==> src/rtl/capture_sequencer.sv <==
// Frame capture sequencer: gates camera BRAM writes, detects complete frames and hands off to the matcher.
// Optional collection timeout is compiled in with `define CAPTURE_SEQ_TIMEOUT_EN.
module capture_sequencer #(
    parameter int NUM_CAMS       = 2,
    parameter int FRAME_WORDS    = 12800,
    parameter int ADDR_W         = 17,
    parameter int TIMEOUT_CYCLES = 4000000
) (
    input  logic                       clk_in,
    input  logic                       rst_in,
    input  logic                       pacing_in,
    input  logic                       single_shot_in,
    input  logic [NUM_CAMS-1:0]        cam_wea_in,
    input  logic [NUM_CAMS*ADDR_W-1:0] cam_addr_in,
    input  logic                       frame_done_in,
    output logic [NUM_CAMS-1:0]        cam_we_out,
    output logic                       new_frame_out,
    output logic                       reading_out,
    output logic [1:0]                 state_out,
    output logic [15:0]                frame_count_out,
    output logic                       timeout_out
);

    typedef enum logic [1:0] {
        S_IDLE    = 2'd0,
        S_COLLECT = 2'd1,
        S_PROCESS = 2'd2,
        S_DONE    = 2'd3
    } state_t;

    localparam logic [ADDR_W-1:0] LAST_ADDR = ADDR_W'(FRAME_WORDS - 1);

    state_t              state_q, state_d;
    logic [NUM_CAMS-1:0] started_q, started_d;
    logic [NUM_CAMS-1:0] finished_q, finished_d;
    logic                single_q, single_d;
    logic                new_frame_q, new_frame_d;
    logic                reading_q, reading_d;
    logic [15:0]         count_q, count_d;
    logic                all_fin;
    logic                timeout_hit;

    assign all_fin = &finished_q;

`ifdef CAPTURE_SEQ_TIMEOUT_EN
    localparam int CNT_W = $clog2(TIMEOUT_CYCLES + 1);
    logic [CNT_W-1:0] tmo_cnt_q, tmo_cnt_d;

    assign timeout_hit = (state_q == S_COLLECT) && (tmo_cnt_q == CNT_W'(TIMEOUT_CYCLES - 1));

    // Held at zero outside COLLECT, so every entry starts a fresh window.
    always_comb begin
        tmo_cnt_d = '0;
        if (state_q == S_COLLECT && !timeout_hit && !all_fin) begin
            tmo_cnt_d = tmo_cnt_q + 1'b1;
        end
    end

    always_ff @(posedge clk_in) begin
        if (rst_in) begin
            tmo_cnt_q <= '0;
        end else begin
            tmo_cnt_q <= tmo_cnt_d;
        end
    end
`else
    logic unused_tmo;
    assign unused_tmo  = ^TIMEOUT_CYCLES;
    assign timeout_hit = 1'b0;
`endif

    always_ff @(posedge clk_in) begin
        if (rst_in) begin
            state_q     <= S_IDLE;
            started_q   <= '0;
            finished_q  <= '0;
            single_q    <= 1'b0;
            new_frame_q <= 1'b0;
            reading_q   <= 1'b0;
            count_q     <= '0;
        end else begin
            state_q     <= state_d;
            started_q   <= started_d;
            finished_q  <= finished_d;
            single_q    <= single_d;
            new_frame_q <= new_frame_d;
            reading_q   <= reading_d;
            count_q     <= count_d;
        end
    end

    always_comb begin
        state_d     = state_q;
        started_d   = started_q;
        finished_d  = finished_q;
        single_d    = single_q;
        new_frame_d = 1'b0;
        reading_d   = reading_q;
        count_d     = count_q;
        case (state_q)
            S_IDLE: begin
                if (pacing_in || single_shot_in) begin
                    state_d  = S_COLLECT;
                    single_d = single_shot_in && !pacing_in;
                end
            end
            S_COLLECT: begin
                // finished[] keys off the registered started[], so address 0 alone never completes a camera.
                for (int k = 0; k < NUM_CAMS; k++) begin
                    if (cam_wea_in[k] && cam_addr_in[k*ADDR_W +: ADDR_W] == '0) begin
                        started_d[k] = 1'b1;
                    end
                    if (started_q[k] && cam_wea_in[k] && cam_addr_in[k*ADDR_W +: ADDR_W] == LAST_ADDR) begin
                        finished_d[k] = 1'b1;
                    end
                end
                if (all_fin) begin
                    state_d     = S_PROCESS;
                    new_frame_d = 1'b1;
                    reading_d   = 1'b0;
                    started_d   = '0;
                    finished_d  = '0;
                end else if (timeout_hit) begin
                    started_d  = '0;
                    finished_d = '0;
                end
            end
            S_PROCESS: begin
                if (frame_done_in) begin
                    state_d   = S_DONE;
                    reading_d = 1'b1;
                    count_d   = count_q + 16'd1;
                end
            end
            S_DONE: begin
                state_d = (pacing_in && !single_q) ? S_COLLECT : S_IDLE;
            end
            default: state_d = S_IDLE;
        endcase
    end

    always_comb begin
        cam_we_out      = (state_q == S_COLLECT) ? cam_wea_in : '0;
        new_frame_out   = new_frame_q;
        reading_out     = reading_q;
        state_out       = state_q;
        frame_count_out = count_q;
        timeout_out     = timeout_hit;
    end

endmodule

==> config.mk <==
export PLATFORM = sky130hd
export DESIGN_NAME = capture_sequencer
export DESIGN_NICKNAME = d
export VERILOG_FILES = /design/src/rtl/capture_sequencer.sv
export SDC_FILE = /design/constraint.sdc
export NUM_CORES = 1
export LEC_CHECK = 0
export BUFFER_PORTS_ARGS = -buffer_cell sky130_fd_sc_hd__buf_4
export CAP_MARGIN = 20
export CELL_PAD_IN_SITES_DETAIL_PLACEMENT = 0
export CELL_PAD_IN_SITES_GLOBAL_PLACEMENT = 1
export CORE_UTILIZATION = 34
export CTS_CLUSTER_SIZE = 28
export DETAILED_ROUTE_END_ITERATION = 8
export GPL_TIMING_DRIVEN = 1
export PLACE_DENSITY_LB_ADDON = 0.15
export SLEW_MARGIN = 20
export SYNTH_ARGS = -nofsm -noshare
export SYNTH_HDL_FRONTEND = slang
export SYNTH_SLANG_ARGS = --single-unit
==> constraint.sdc <==
create_clock -name clk_in -period 5.7 [get_ports clk_in]
set_input_delay 0.285 -clock clk_in [delete_from_list [all_inputs] [get_ports clk_in]]
set_output_delay 0.285 -clock clk_in [all_outputs]
set_load 0.02 [all_outputs]
==> results by group <==
Outcome
  • Status: finished clean

Timing
  • Final WS setup: 3584 ps
  • Final Max Slew Viols: 0
  • RSZ-0062 raised after global routing: false
  • Fin. Hold Viols: 0
  • Final Skew: 5.046 ps
  • Min Tclk post-route: 2116 ps
  • Final period util: 0.3712
  • Setup TNS: 0 ps
  • Final Setup Violations: 0
  • Achievable frequency: 472.7 MHz

Logic synthesis
  • Dominant cell type by area after synthesis: dfxtp_1
  • Synth Net Count: 202
  • Synthesized instance count: 155
  • Post-Syn Area: 1275 um^2
  • Seq cells post-synth: 25
  • Largest cells by area after synthesis: dfxtp_1, nor2_1, xnor2_1
  • Syn. warnings: 0
  • Sequential share of the synthesized area: 0.3925
  • Unique masters post-synth: 35
  • Post-Syn Area per Cell: 8.226 um^2
  • Top-area cell type share of the netlist area: 0.3925

CTS
  • CTS tree: yes
  • Number of setup buffers added after CTS: 0
  • Clk root buf: clkbuf_8
  • Post-cts sizing count: 0
  • CTS HTree Levels: 1
  • CTS clk-pin slew, worst paths: 90 ps
  • Number of clock sinks: 25
  • Maximum clock insertion buffer count: 2
  • CTS buffer count: 3
  • Skew-Pair Late Insertion Delay: 270 ps
  • Hold buffers post-CTS: 0

Hold path
  • Min-Delay Startpoint: pacing_in
  • WHS Path Cells: 2
  • Min-delay worst type: input port to flop
  • Worst Hold Endpoint: single_q

Setup path
  • Arrival @ worst endpoint: 2330 ps
  • Crit start category: flop
  • Flop-to-flop setup slack: 3580 ps
  • Reg2Reg Depth: 6
  • Crit. End Element: flop
  • Worst r2r src: state_out[0]
  • CP required: 5910 ps
  • Crit path kind: flop to flop
  • Reg2reg end: frame_count_out[15]
  • CP max FO: 8

Power
  • IR drop worst, VDD: 0.1969 mV
  • Cell Pwr Density: 238.4 nW/um^2
  • Static Leak: 0.7390 nW

Layout
  • Share of layout cells above drive strength 1: 0.3226
  • Area grow syn2layout: 43.08%
  • Most common cell after layout, fill and taps aside: buf_4
  • Inserted Diodes: 0
  • Commonest cells after routing, fill and taps aside: buf_4, dfxtp_1, nor2_1, nor3_1
  • Layout Nets: 265
  • Finished Layout Cells: 263
  • Final Instance Area: 1824 um^2
  • Fill cell count: 349

Placement
  • DPL Wire Length: 2.681 mm
  • Placed Instance Area: 1778 um^2
  • IO Port Bufs: 62
  • Dpl cells: 259
  • RePlAce Congestion: 0.7772
  • Place WS: 3621 ps

Floorplanning
  • I/O pin total: 64
  • Die width: 63.24 um
  • Die Ht: 63.24 um
  • Starting Density: 0.3676
  • Die Area: 3999 um^2
  • Row cnt: 21
  • Core footprint: 3468 um^2

Global route
  • Initial antenna violation count: 0
  • Vias in the first global route: 1388
  • Total GRT Usage: 0.1818
  • First-pass GRT wire length: 5.782 mm
  • Largest net degree at the start of global routing: 23
  • Total gr overflow: 0

Routing
  • Drt initial violations: 40
  • Routed WL per cell: 13.00 um
  • Drt drc: 0
  • Detail Route Antenna Nets: 0
  • Total iterations of the first detailed-routing run: 4
  • Average vias per placed instance: 5.141
  • Routed wire length: 3.418 mm
  • Vias: 1352

Job
  • Max-cap violations: 0
cell families (layout without fill, tap and decap cells):
logic type      count (synthesis)  count (layout)  synth area share
compound gates                 21              21            0.1040
xor+xnor                       11              11           0.07557
fa+ha+maj                       6               6           0.05888
buf+inv                        12              74           0.03926
flops                          25              25            0.3925
mux                             1               1          0.007851
other cells                     1               1          0.002941
simple gates                   78              78            0.3189
area by class of cell:
| class | instances | area [um^2] | area share |
|---|---|---|---|
| clock inverters | 1 | 5.005 | 0.002743 |
| multi-input cells | 118 | 724.4 | 0.3971 |
| repair buffers | 62 | 465.4 | 0.2551 |
| clock buffers | 3 | 41.29 | 0.02263 |
| well taps | 46 | 57.56 | 0.03155 |
| flip-flops and latches | 25 | 500.5 | 0.2743 |
| inverters | 8 | 30.03 | 0.01646 |
worst max-delay path, stage by stage, from the launching register on:
cell and delay, ps:
dfxtp_1 360, inv_1 150, ha_1 340, nand4_1 230
or2_2 360, or4_1 470, a21oi_1 140
per-stage QoR:
step	power, W	hold slack, ps	util
4_1_cts	0.0004398	205.0	0.5260
6_report	0.0004348	213.6	0.5260
2_1_floorplan	0.0002745	363.5	-
3_3_place_gp	0.0003245	461.9	0.5126
3_5_place_dp	0.0003334	470.0	0.5126
5_1_grt	0.0004620	217.7	0.5260
sequential cells by signal, summed over array words and instances, names as in the netlist:
| name | count |
|---|---|
| single_q | 1 |
| reading_out | 1 |
| started_q | 2 |
| state_out | 2 |
| new_frame_out | 1 |
| frame_count_out | 16 |
| finished_q | 2 |
per-layer routing:
layer  GRT usage  share of wire  vias to the layer above  routed length, um
met5           0              0                        -                  0
met4     0.09091          0.020                        0                 69
met1      0.2046           0.42                      631               1442
met3     0.03080          0.059                        7                203
li1            -              -                      677                  -
met2      0.3266           0.50                       37               1703
how the worst max path moves through the flow:
stage,start,end,slack [ps]
floorplan,state_out[1],frame_count_out[15],3750
global placement,state_out[0],frame_count_out[15],3730
detailed placement,state_out[0],frame_count_out[15],3620
CTS,state_out[0],frame_count_out[15],3600
global route,state_out[0],frame_count_out[15],3470
finish,state_out[0],frame_count_out[15],3580
Yosys cell counts (all sizes together):
cell	count
a21boi	1
nor4	8
ha	6
conb	1
or2	1
nand3b	1
nand2	8
dfxtp	25
o21ai	3
o31ai	2
nor3	10
mux2i	1
xnor2	9
a221oi	2
nor2	23
clkbuf	2
and3	2
xor2	2
and2	2
nand3	6
or4	1
a41oi	2
o21bai	1
nor3b	1
a211oi	1
a21oi	9
inv	8
buf	2
or3	4
nand2b	1
nand4	10
power by group:
part	total (W)	switching, W	internal [W]
clock network	0.000106	0.0000566	0.0000489
logic	0.000134	0.0000711	0.0000627
registers	0.000195	0.0000112	0.000184
No activity file was read; power rests on OpenSTA's default activity.
